## src/rtl/fifo_pkg.sv

```systemverilog
// Shared defaults and sizing helper for the FIFO read adapter.
// Build option: define FIFO_RD_ADAPTER_BEATCNT_EN to enable the accepted-beat counter.
package fifo_pkg;

   localparam int DEF_DATA_WIDTH = 32;
   localparam int DEF_RD_LATENCY = 1;

   // Bits needed to hold a count from 0 up to and including depth.
   function automatic int cnt_width(input int depth);
      return $clog2(depth + 1);
   endfunction

endpackage

```

## src/rtl/fifo_rd_skid_buf.sv

```systemverilog
// Small circular buffer with a registered head word, used as the adapter's skid storage.
// Callers guarantee no push when full and no pop when empty.
module fifo_rd_skid_buf
   import fifo_pkg::*;
#(
   parameter int DATA_WIDTH = DEF_DATA_WIDTH,
   parameter int DEPTH      = DEF_RD_LATENCY + 1,
   localparam int CNT_W     = cnt_width(DEPTH),
   localparam int PTR_W     = (DEPTH > 1) ? $clog2(DEPTH) : 1
) (
   input  logic                  clk,
   input  logic                  reset_n,
   input  logic                  clear,
   input  logic                  push,
   input  logic [DATA_WIDTH-1:0] push_data,
   input  logic                  pop,
   output logic [DATA_WIDTH-1:0] head,
   output logic [CNT_W-1:0]      occ
);

   logic [DATA_WIDTH-1:0] mem_q [DEPTH];
   logic [DATA_WIDTH-1:0] mem_d [DEPTH];
   logic [PTR_W-1:0]      wr_ptr_q, wr_ptr_d;
   logic [PTR_W-1:0]      rd_ptr_q, rd_ptr_d;
   logic [CNT_W-1:0]      occ_q, occ_d;
   logic [DATA_WIDTH-1:0] head_q, head_d;

   function automatic logic [PTR_W-1:0] ptr_inc(input logic [PTR_W-1:0] p);
      return (p == PTR_W'(DEPTH - 1)) ? '0 : p + 1'b1;
   endfunction

   always_comb begin
      mem_d    = mem_q;
      wr_ptr_d = wr_ptr_q;
      rd_ptr_d = rd_ptr_q;
      occ_d    = occ_q;
      head_d   = head_q;
      if (clear) begin
         wr_ptr_d = '0;
         rd_ptr_d = '0;
         occ_d    = '0;
      end else begin
         if (push) begin
            mem_d[wr_ptr_q] = push_data;
            wr_ptr_d        = ptr_inc(wr_ptr_q);
         end
         if (pop) begin
            rd_ptr_d = ptr_inc(rd_ptr_q);
         end
         occ_d = occ_q + CNT_W'(push) - CNT_W'(pop);
         // Reading mem_d lets a word written this cycle become the head immediately.
         if (occ_d != '0) begin
            head_d = mem_d[rd_ptr_d];
         end
      end
   end

   always_ff @(posedge clk) begin
      if (!reset_n) begin
         wr_ptr_q <= '0;
         rd_ptr_q <= '0;
         occ_q    <= '0;
         head_q   <= '0;
      end else begin
         wr_ptr_q <= wr_ptr_d;
         rd_ptr_q <= rd_ptr_d;
         occ_q    <= occ_d;
         head_q   <= head_d;
      end
   end

   always_ff @(posedge clk) begin
      mem_q <= mem_d;
   end

   assign head = head_q;
   assign occ  = occ_q;

endmodule

```

## src/rtl/fifo_rd_adapter.sv

```systemverilog
// Turns a fixed-latency sync FIFO read port into a valid/ready stream with a credit-limited skid buffer.
// Build option: define FIFO_RD_ADAPTER_BEATCNT_EN to enable the accepted-beat counter.
module fifo_rd_adapter
   import fifo_pkg::*;
#(
   parameter int DATA_WIDTH = DEF_DATA_WIDTH,
   parameter int RD_LATENCY = DEF_RD_LATENCY
) (
   input  logic                  clk,
   input  logic                  reset_n,
   input  logic                  fifo_empty,
   output logic                  pop,
   input  logic [DATA_WIDTH-1:0] rd_data,
   input  logic                  flush,
   output logic                  m_valid,
   input  logic                  m_ready,
   output logic [DATA_WIDTH-1:0] m_data,
   output logic [31:0]           beat_count
);

   localparam int BUF_DEPTH = RD_LATENCY + 1;
   localparam int CNT_W     = cnt_width(BUF_DEPTH);

   logic [RD_LATENCY-1:0] pipe_q, pipe_d;
   logic [CNT_W-1:0]      inflight_q, inflight_d;
   logic [CNT_W-1:0]      occ;
   logic [CNT_W:0]        credit_used;
   logic                  capture;
   logic                  xfer;

   assign xfer    = m_valid & m_ready;
   assign capture = pipe_q[RD_LATENCY-1] & ~flush;
   assign m_valid = reset_n & (occ != '0);

   // The head leaving this cycle frees its slot, which keeps the stream at one beat per cycle.
   always_comb begin
      credit_used = {1'b0, occ} + {1'b0, inflight_q} - (CNT_W + 1)'(xfer);
      pop = reset_n & ~fifo_empty & ~flush & (credit_used < (CNT_W + 1)'(BUF_DEPTH));
      pipe_d     = '0;
      inflight_d = '0;
      if (!flush) begin
         pipe_d     = (pipe_q << 1) | RD_LATENCY'(pop);
         inflight_d = inflight_q + CNT_W'(pop) - CNT_W'(pipe_q[RD_LATENCY-1]);
      end
   end

   always_ff @(posedge clk) begin
      if (!reset_n) begin
         pipe_q     <= '0;
         inflight_q <= '0;
      end else begin
         pipe_q     <= pipe_d;
         inflight_q <= inflight_d;
      end
   end

   fifo_rd_skid_buf #(
      .DATA_WIDTH (DATA_WIDTH),
      .DEPTH      (BUF_DEPTH)
   ) u_buf (
      .clk       (clk),
      .reset_n   (reset_n),
      .clear     (flush),
      .push      (capture),
      .push_data (rd_data),
      .pop       (xfer),
      .head      (m_data),
      .occ       (occ)
   );

`ifdef FIFO_RD_ADAPTER_BEATCNT_EN
   logic [31:0] beat_count_q, beat_count_d;

   // Survives flush on purpose; only reset clears the running total.
   always_comb begin
      beat_count_d = beat_count_q + 32'(xfer);
   end

   always_ff @(posedge clk) begin
      if (!reset_n) begin
         beat_count_q <= '0;
      end else begin
         beat_count_q <= beat_count_d;
      end
   end

   assign beat_count = beat_count_q;
`else
   assign beat_count = '0;
`endif

endmodule

```

## config.mk

```make
export PLATFORM = sky130hd
export DESIGN_NAME = fifo_rd_adapter
export DESIGN_NICKNAME = d
export VERILOG_FILES = /design/src/rtl/fifo_pkg.sv /design/src/rtl/fifo_rd_skid_buf.sv /design/src/rtl/fifo_rd_adapter.sv
export SDC_FILE = /design/constraint.sdc
export NUM_CORES = 1
export LEC_CHECK = 0
export ABC_AREA = 1
export CORE_MARGIN = 2
export CORE_UTILIZATION = 29
export CTS_CLUSTER_DIAMETER = 40
export CTS_CLUSTER_SIZE = 30
export DETAILED_ROUTE_END_ITERATION = 6
export SLEW_MARGIN = 20
export SYNTH_ARGS = -nofsm -noshare
export SYNTH_HDL_FRONTEND = slang
export SYNTH_SLANG_ARGS = --single-unit
```

## constraint.sdc

```tcl
create_clock -name clk -period 3.45 [get_ports clk]
set_input_delay 0.5175 -clock clk [delete_from_list [all_inputs] [get_ports clk]]
set_output_delay 0.5175 -clock clk [all_outputs]
set_load 0.02 [all_outputs]
```

# Yosys cells after proc, flatten, opt, wreduce, memory -nomap -nowiden
# Index checks and enable logic that the tools add are counted.
# op_classes
add_sub_neg	8
magnitude_cmp	4
mux	11
bitwise	11
reduce_logical	5
# ops
operator	n
$mux W32	4
$bwmux W64	1
$mux W64	1
$demux W32 S1	1
$and A1 B1 Y1	6
$add A2 B1 Y2	2
$ge A2 B2 Y1 const B	2
$mux W1	4
$not A1 Y2	2
$reduce_bool A2 Y1	2
$sub A2 B1 Y2	2
$add A2 B2 Y3	1
$lt A3 B2 Y1 const B	1
$not A1 Y1	3
$sub A3 B1 Y3	1
$add A1 B1 Y1 const B	2
$lt A2 B1 Y1 const B	1
$reduce_and A2 Y1	1
$reduce_or A2 Y1	1
$logic_and A1 B1 Y1	1
# word_totals
regBits	103
inputBits	37

# Depth between registers and ports, before layout
# depth
word_depth	10
ltp_mapped	18
ltp_nobuf	17

# By module
# A second synthesis with hierarchy kept.
# unflattened
cells_unflattened	640
hier_area_um2	5216.3
# modules_own_cells
module	n_inst	cells_per_inst	area_each_um2
fifo_rd_skid_buf	1	572	4708.3
fifo_rd_adapter	1	68	508.0

# Least setup slack after synthesis
# OpenSTA, ideal clock, no wires.
# synth_path
kind	input to register
from	in reset_n
to	reg inflight_q[1]
t_arrival_ns	3.237
required_time_ns	3.379
setup_slack_ns	0.142
stages	13
path_buffers	1
path_cell_list	buf_2 > nand3_1 > inv_1 > ha_1 > inv_1 > nand2_1 > fa_1 > inv_1 > nor4_1 > ha_1 > xnor2_1 > or2_2 > a21oi_1
# synth_between
elab_chain_len	7
word_cells_on_any_way	11
classes_between	add/sub: 3; order compare: 1; bitwise: 6; reduce/logical: 1
# synth_lines
element	line_no	rtl
from (decl)	fifo_rd_adapter.sv:10	input logic reset_n,
$and A1 B1 Y1	fifo_rd_adapter.sv:33	assign m_valid = reset_n & (occ != '0);
$and A1 B1 Y1	fifo_rd_adapter.sv:31	assign xfer = m_valid & m_ready;
$sub A3 B1 Y3	fifo_rd_adapter.sv:37	credit_used = {1'b0, occ} + {1'b0, inflight_q} - (CNT_W + 1)'(xfer);
$lt A3 B2 Y1	fifo_rd_adapter.sv:38	pop = reset_n & ~fifo_empty & ~flush & (credit_used < (CNT_W + 1)'(BUF_DEPTH));
$and A1 B1 Y1 *	fifo_rd_adapter.sv:38	
net pop	fifo_rd_adapter.sv:12	output logic pop,
$add A2 B1 Y2 *	fifo_rd_adapter.sv:43	inflight_d = inflight_q + CNT_W'(pop) - CNT_W'(pipe_q[RD_LATENCY-1]);
$sub A2 B1 Y2 *	fifo_rd_adapter.sv:43	
to (signal assigned)	fifo_rd_adapter.sv:53	inflight_q <= inflight_d;
to (decl)	fifo_rd_adapter.sv:25	logic [CNT_W-1:0] inflight_q, inflight_d;
# The timed path passes the listed nets; every way through them passes the cells marked *.
# A chain may end at the register's enable or synchronous reset.

# Worst setup path after layout
# layout_path
from	in reset_n
to	out pop
# layout_between
elab_chain_len	5
word_cells_on_any_way	7
classes_between	add/sub: 1; order compare: 1; bitwise: 5
# layout_lines
element	line_no
$and A1 B1 Y1	fifo_rd_adapter.sv:33
$and A1 B1 Y1	fifo_rd_adapter.sv:31
$sub A3 B1 Y3	fifo_rd_adapter.sv:37
$lt A3 B2 Y1	fifo_rd_adapter.sv:38
$and A1 B1 Y1 *	fifo_rd_adapter.sv:38
to (decl)	fifo_rd_adapter.sv:12
# Every way passes the cells marked *; elsewhere a longest branch is shown, timed or not.

==> results.json <==
{
  "status": "finished clean",
  "die_w_um": 142.3,
  "drive_above_1_share": 0.05125,
  "leakage_nw": 3.052,
  "power_density_mw_per_mm2": 419.2,
  "insertion_delay_ps": 360,
  "end_kind": "output port",
  "cts.clk_slew.worst_paths_ps": 70,
  "muxShareOfSynthArea": 0,
  "hp-class": "reg2reg",
  "hold_viol_final": 0,
  "avgSynthCellArea_sq_um": 7.512,
  "cp-start-kind": "input pin",
  "synth_fa_ha_area_frac": 0.01490,
  "drc": 0,
  "hpwl_um": 8808,
  "routabilityCongestion": 0.7757,
  "grt_pass1_vias": 4202,
  "htreeDepth": 3,
  "grt_first_pass_wirelength_um": 21780,
  "initial_core_util": 0.2964,
  "fin_skew_ps": 10.30,
  "synthesis.area_sq_mm": 0.005544,
  "grt_start_max_net_pins": 119,
  "dieArea_sq_mm": 0.02024,
  "fp.dieH_um": 142.3,
  "avgViaCountPerCell": 4.403,
  "max_freq_mhz": 307.0,
  "setup_viol": 0,
  "grt_setup_unrepaired": "false",
  "maxSlewHeadroom": 0.4577,
  "synth.distinct_cells": 26,
  "hold_start": "u_buf.head[29]$_SDFFE_PN0P_",
  "drt_iter0_drc": 389,
  "final_common_cell": "nand2_1",
  "reg2regPathDepth": 15,
  "reg2reg_slack_ps": 760,
  "dpl_cell_area_sq_mm": 0.006391,
  "min_period_over_period": 0.9441,
  "ys_seq_area_frac": 0.4875,
  "synth_top_family_by_area": "simple AND/OR/NAND/NOR gates",
  "area_delta_synth_final_pct": 20.49,
  "slowest_delay_ps": 520,
  "timing.rr.end": "inflight_q[1]$_SDFF_PP0_",
  "routedWlPerCell_um": 13.21,
  "startpoint": "reset_n",
  "clockBufferDepth": 2,
  "min_period_ps": 3257,
  "io_buffers": 70,
  "setup_slack_ps": 193.0,
  "rows": 50,
  "crit_fanout": 2,
  "critPathMostFrequentCell": "inv_1",
  "drt.antenna.violating_nets": 0,
  "track_usage": 0.1382,
  "layout_common_cells": "208 x nand2_1, 100 x inv_1, 100 x nor2_1",
  "synth_cells": 738,
  "wl_um": 13660,
  "final_util": 0.3571,
  "holdPathEnd": "u_buf.head[29]$_SDFFE_PN0P_",
  "synth-xor-area-share": 0.003160,
  "cts_root_buf": "clkbuf_16",
  "nets": 838,
  "required_ps": 2930,
  "numCtsBuffers": 9,
  "ys_seq_elements": 103,
  "critPathKind": "in2out",
  "min_path_cells": 4,
  "ios": 103,
  "drv_slew": 0,
  "synth_compound_area_frac": 0.03250,
  "hold_slack_ps": 517.1,
  "antenna_cells": 0,
  "pre_cts_ws_ps": -193.6,
  "multiInputGateArea_sq_mm": 0.002141,
  "tightest_slew_ps": 812.6,
  "final_area_sq_mm": 0.006680,
  "grt_overflow": 0,
  "num_vias": 4553,
  "path_cells": "clkdlybuf4s50_1, nand3_1, inv_1, ha_1, inv_1, nand2_1, fa_1, inv_1, nor4_2, dlygate4sd2_1",
  "clock_sinks": 103,
  "yosysWarningCount": 0,
  "cts_tree": "yes",
  "ir_drop_uv": 222.7,
  "drv_cap": 0,
  "worstReg2RegStart": "u_buf.occ[1]$_SDFF_PP0_",
  "synth-simple-area-share": 0.3128,
  "dr.pass1.iters": 5,
  "cp.arrival_ps": 2740,
  "critPathSlowestCell": "clkdlybuf4s50_1",
  "coreArea_sq_mm": 0.01871,
  "regArea_sq_mm": 0.002703,
  "antenna_found_initial": 0,
  "fillCellCount": 1953,
  "postCtsSetupRepairBufs": 0
}
-- registers in the layout (all words and copies together), names as in the netlist --
signal and cells:
u_buf.mem_q 64, inflight_q 2, u_buf.wr_ptr_q 1, u_buf.occ 2, u_buf.head 32, pipe_q 1, u_buf.rd_ptr_q 1
-- metal layers --
metal / vias to the layer above / track usage / routed length [um]
li1: 2360 / - / -
met1: 2054 / 0.1888 / 6241
met2: 122 / 0.2194 / 6462
met3: 17 / 0.02019 / 720
met4: 0 / 0.05737 / 238
met5: - / 0 / 0
-- worst max-delay path by stage --
stage,end,cells past startpoint
detailed placement,pop,10
global placement,pop,10
finish,pop,10
CTS,pop,10
global route,pop,10
floorplan,inflight_q[1]$_SDFF_PP0_,13
-- cells in the mapped netlist --
| cell | instances | area share |
|---|---|---|
| buf_2 | 21 | 0.019 |
| o21ai_1 | 26 | 0.023 |
| nand2_1 | 208 | 0.14 |
| nand3_1 | 67 | 0.060 |
| clkbuf_2 | 1 | 0.00090 |
| a21oi_1 | 1 | 0.00090 |
| nor2_4 | 1 | 0.0020 |
| or2_2 | 3 | 0.0034 |
| inv_2 | 4 | 0.0027 |
| nor4_1 | 2 | 0.0023 |
| o21a_1 | 1 | 0.0014 |
| conb_1 | 1 | 0.00068 |
| fa_1 | 1 | 0.0036 |
| buf_4 | 34 | 0.046 |
| nand4_1 | 23 | 0.026 |
| clkbuf_1 | 15 | 0.010 |
| dfxtp_1 | 39 | 0.14 |
| inv_1 | 100 | 0.068 |
| a211oi_1 | 1 | 0.0014 |
| or2_1 | 9 | 0.010 |
| xnor2_1 | 2 | 0.0032 |
| edfxtp_1 | 64 | 0.35 |
| ha_1 | 5 | 0.011 |
| buf_1 | 3 | 0.0020 |
| o21ai_0 | 6 | 0.0054 |
| nor2_1 | 100 | 0.068 |
-- where the power goes --
group / switching, mW / internal, mW
Combinational: 0.230 / 0.141
Sequential: 0.0232 / 1.38
Clock: 0.460 / 0.562
-- final cells by class --
type,instances,share of cell area
inverters,104,0.05881
well taps,234,0.04383
clock inverters,4,0.007117
flip-flops and latches,103,0.4046
repair buffers,89,0.1298
clock buffers,12,0.03540
multi-input cells,488,0.3205
-- timing repair --
| item | CTS | global route |
|---|---|---|
| hold endpoints to repair | 0 | 0 |
| setup endpoints to repair | 1 | 1 |
| pin swaps | 0 | 0 |
| gates resized for setup | 1 | 1 |
| hold buffers | 0 | 0 |
-- worst max-delay path: cells and delay by family --
kind	cells	cell delay, ps
adders and majority gates	2	680
buffers and inverters	5	1090
and+or+nand+nor	3	450
-- metrics by stage --
stage	total power, mW	setup TNS [ps]	std cells
floorplan	1.695	0	769
global placement	1.802	-223.0	1018
detailed placement	1.807	-193.6	1018
CTS	2.834	0	1034
global route	2.932	0	1034
finish	2.800	0	1034
-- logic make-up (layout without fill, tap and decap cells) --
group	after synthesis	after routing
xor+xnor	2	2
buf+inv	178	209
fa+ha+maj	6	6
simple gates	413	413
other cells	1	32
flops	103	103
compound gates	35	35
No activity file was read; power rests on OpenSTA's default activity.
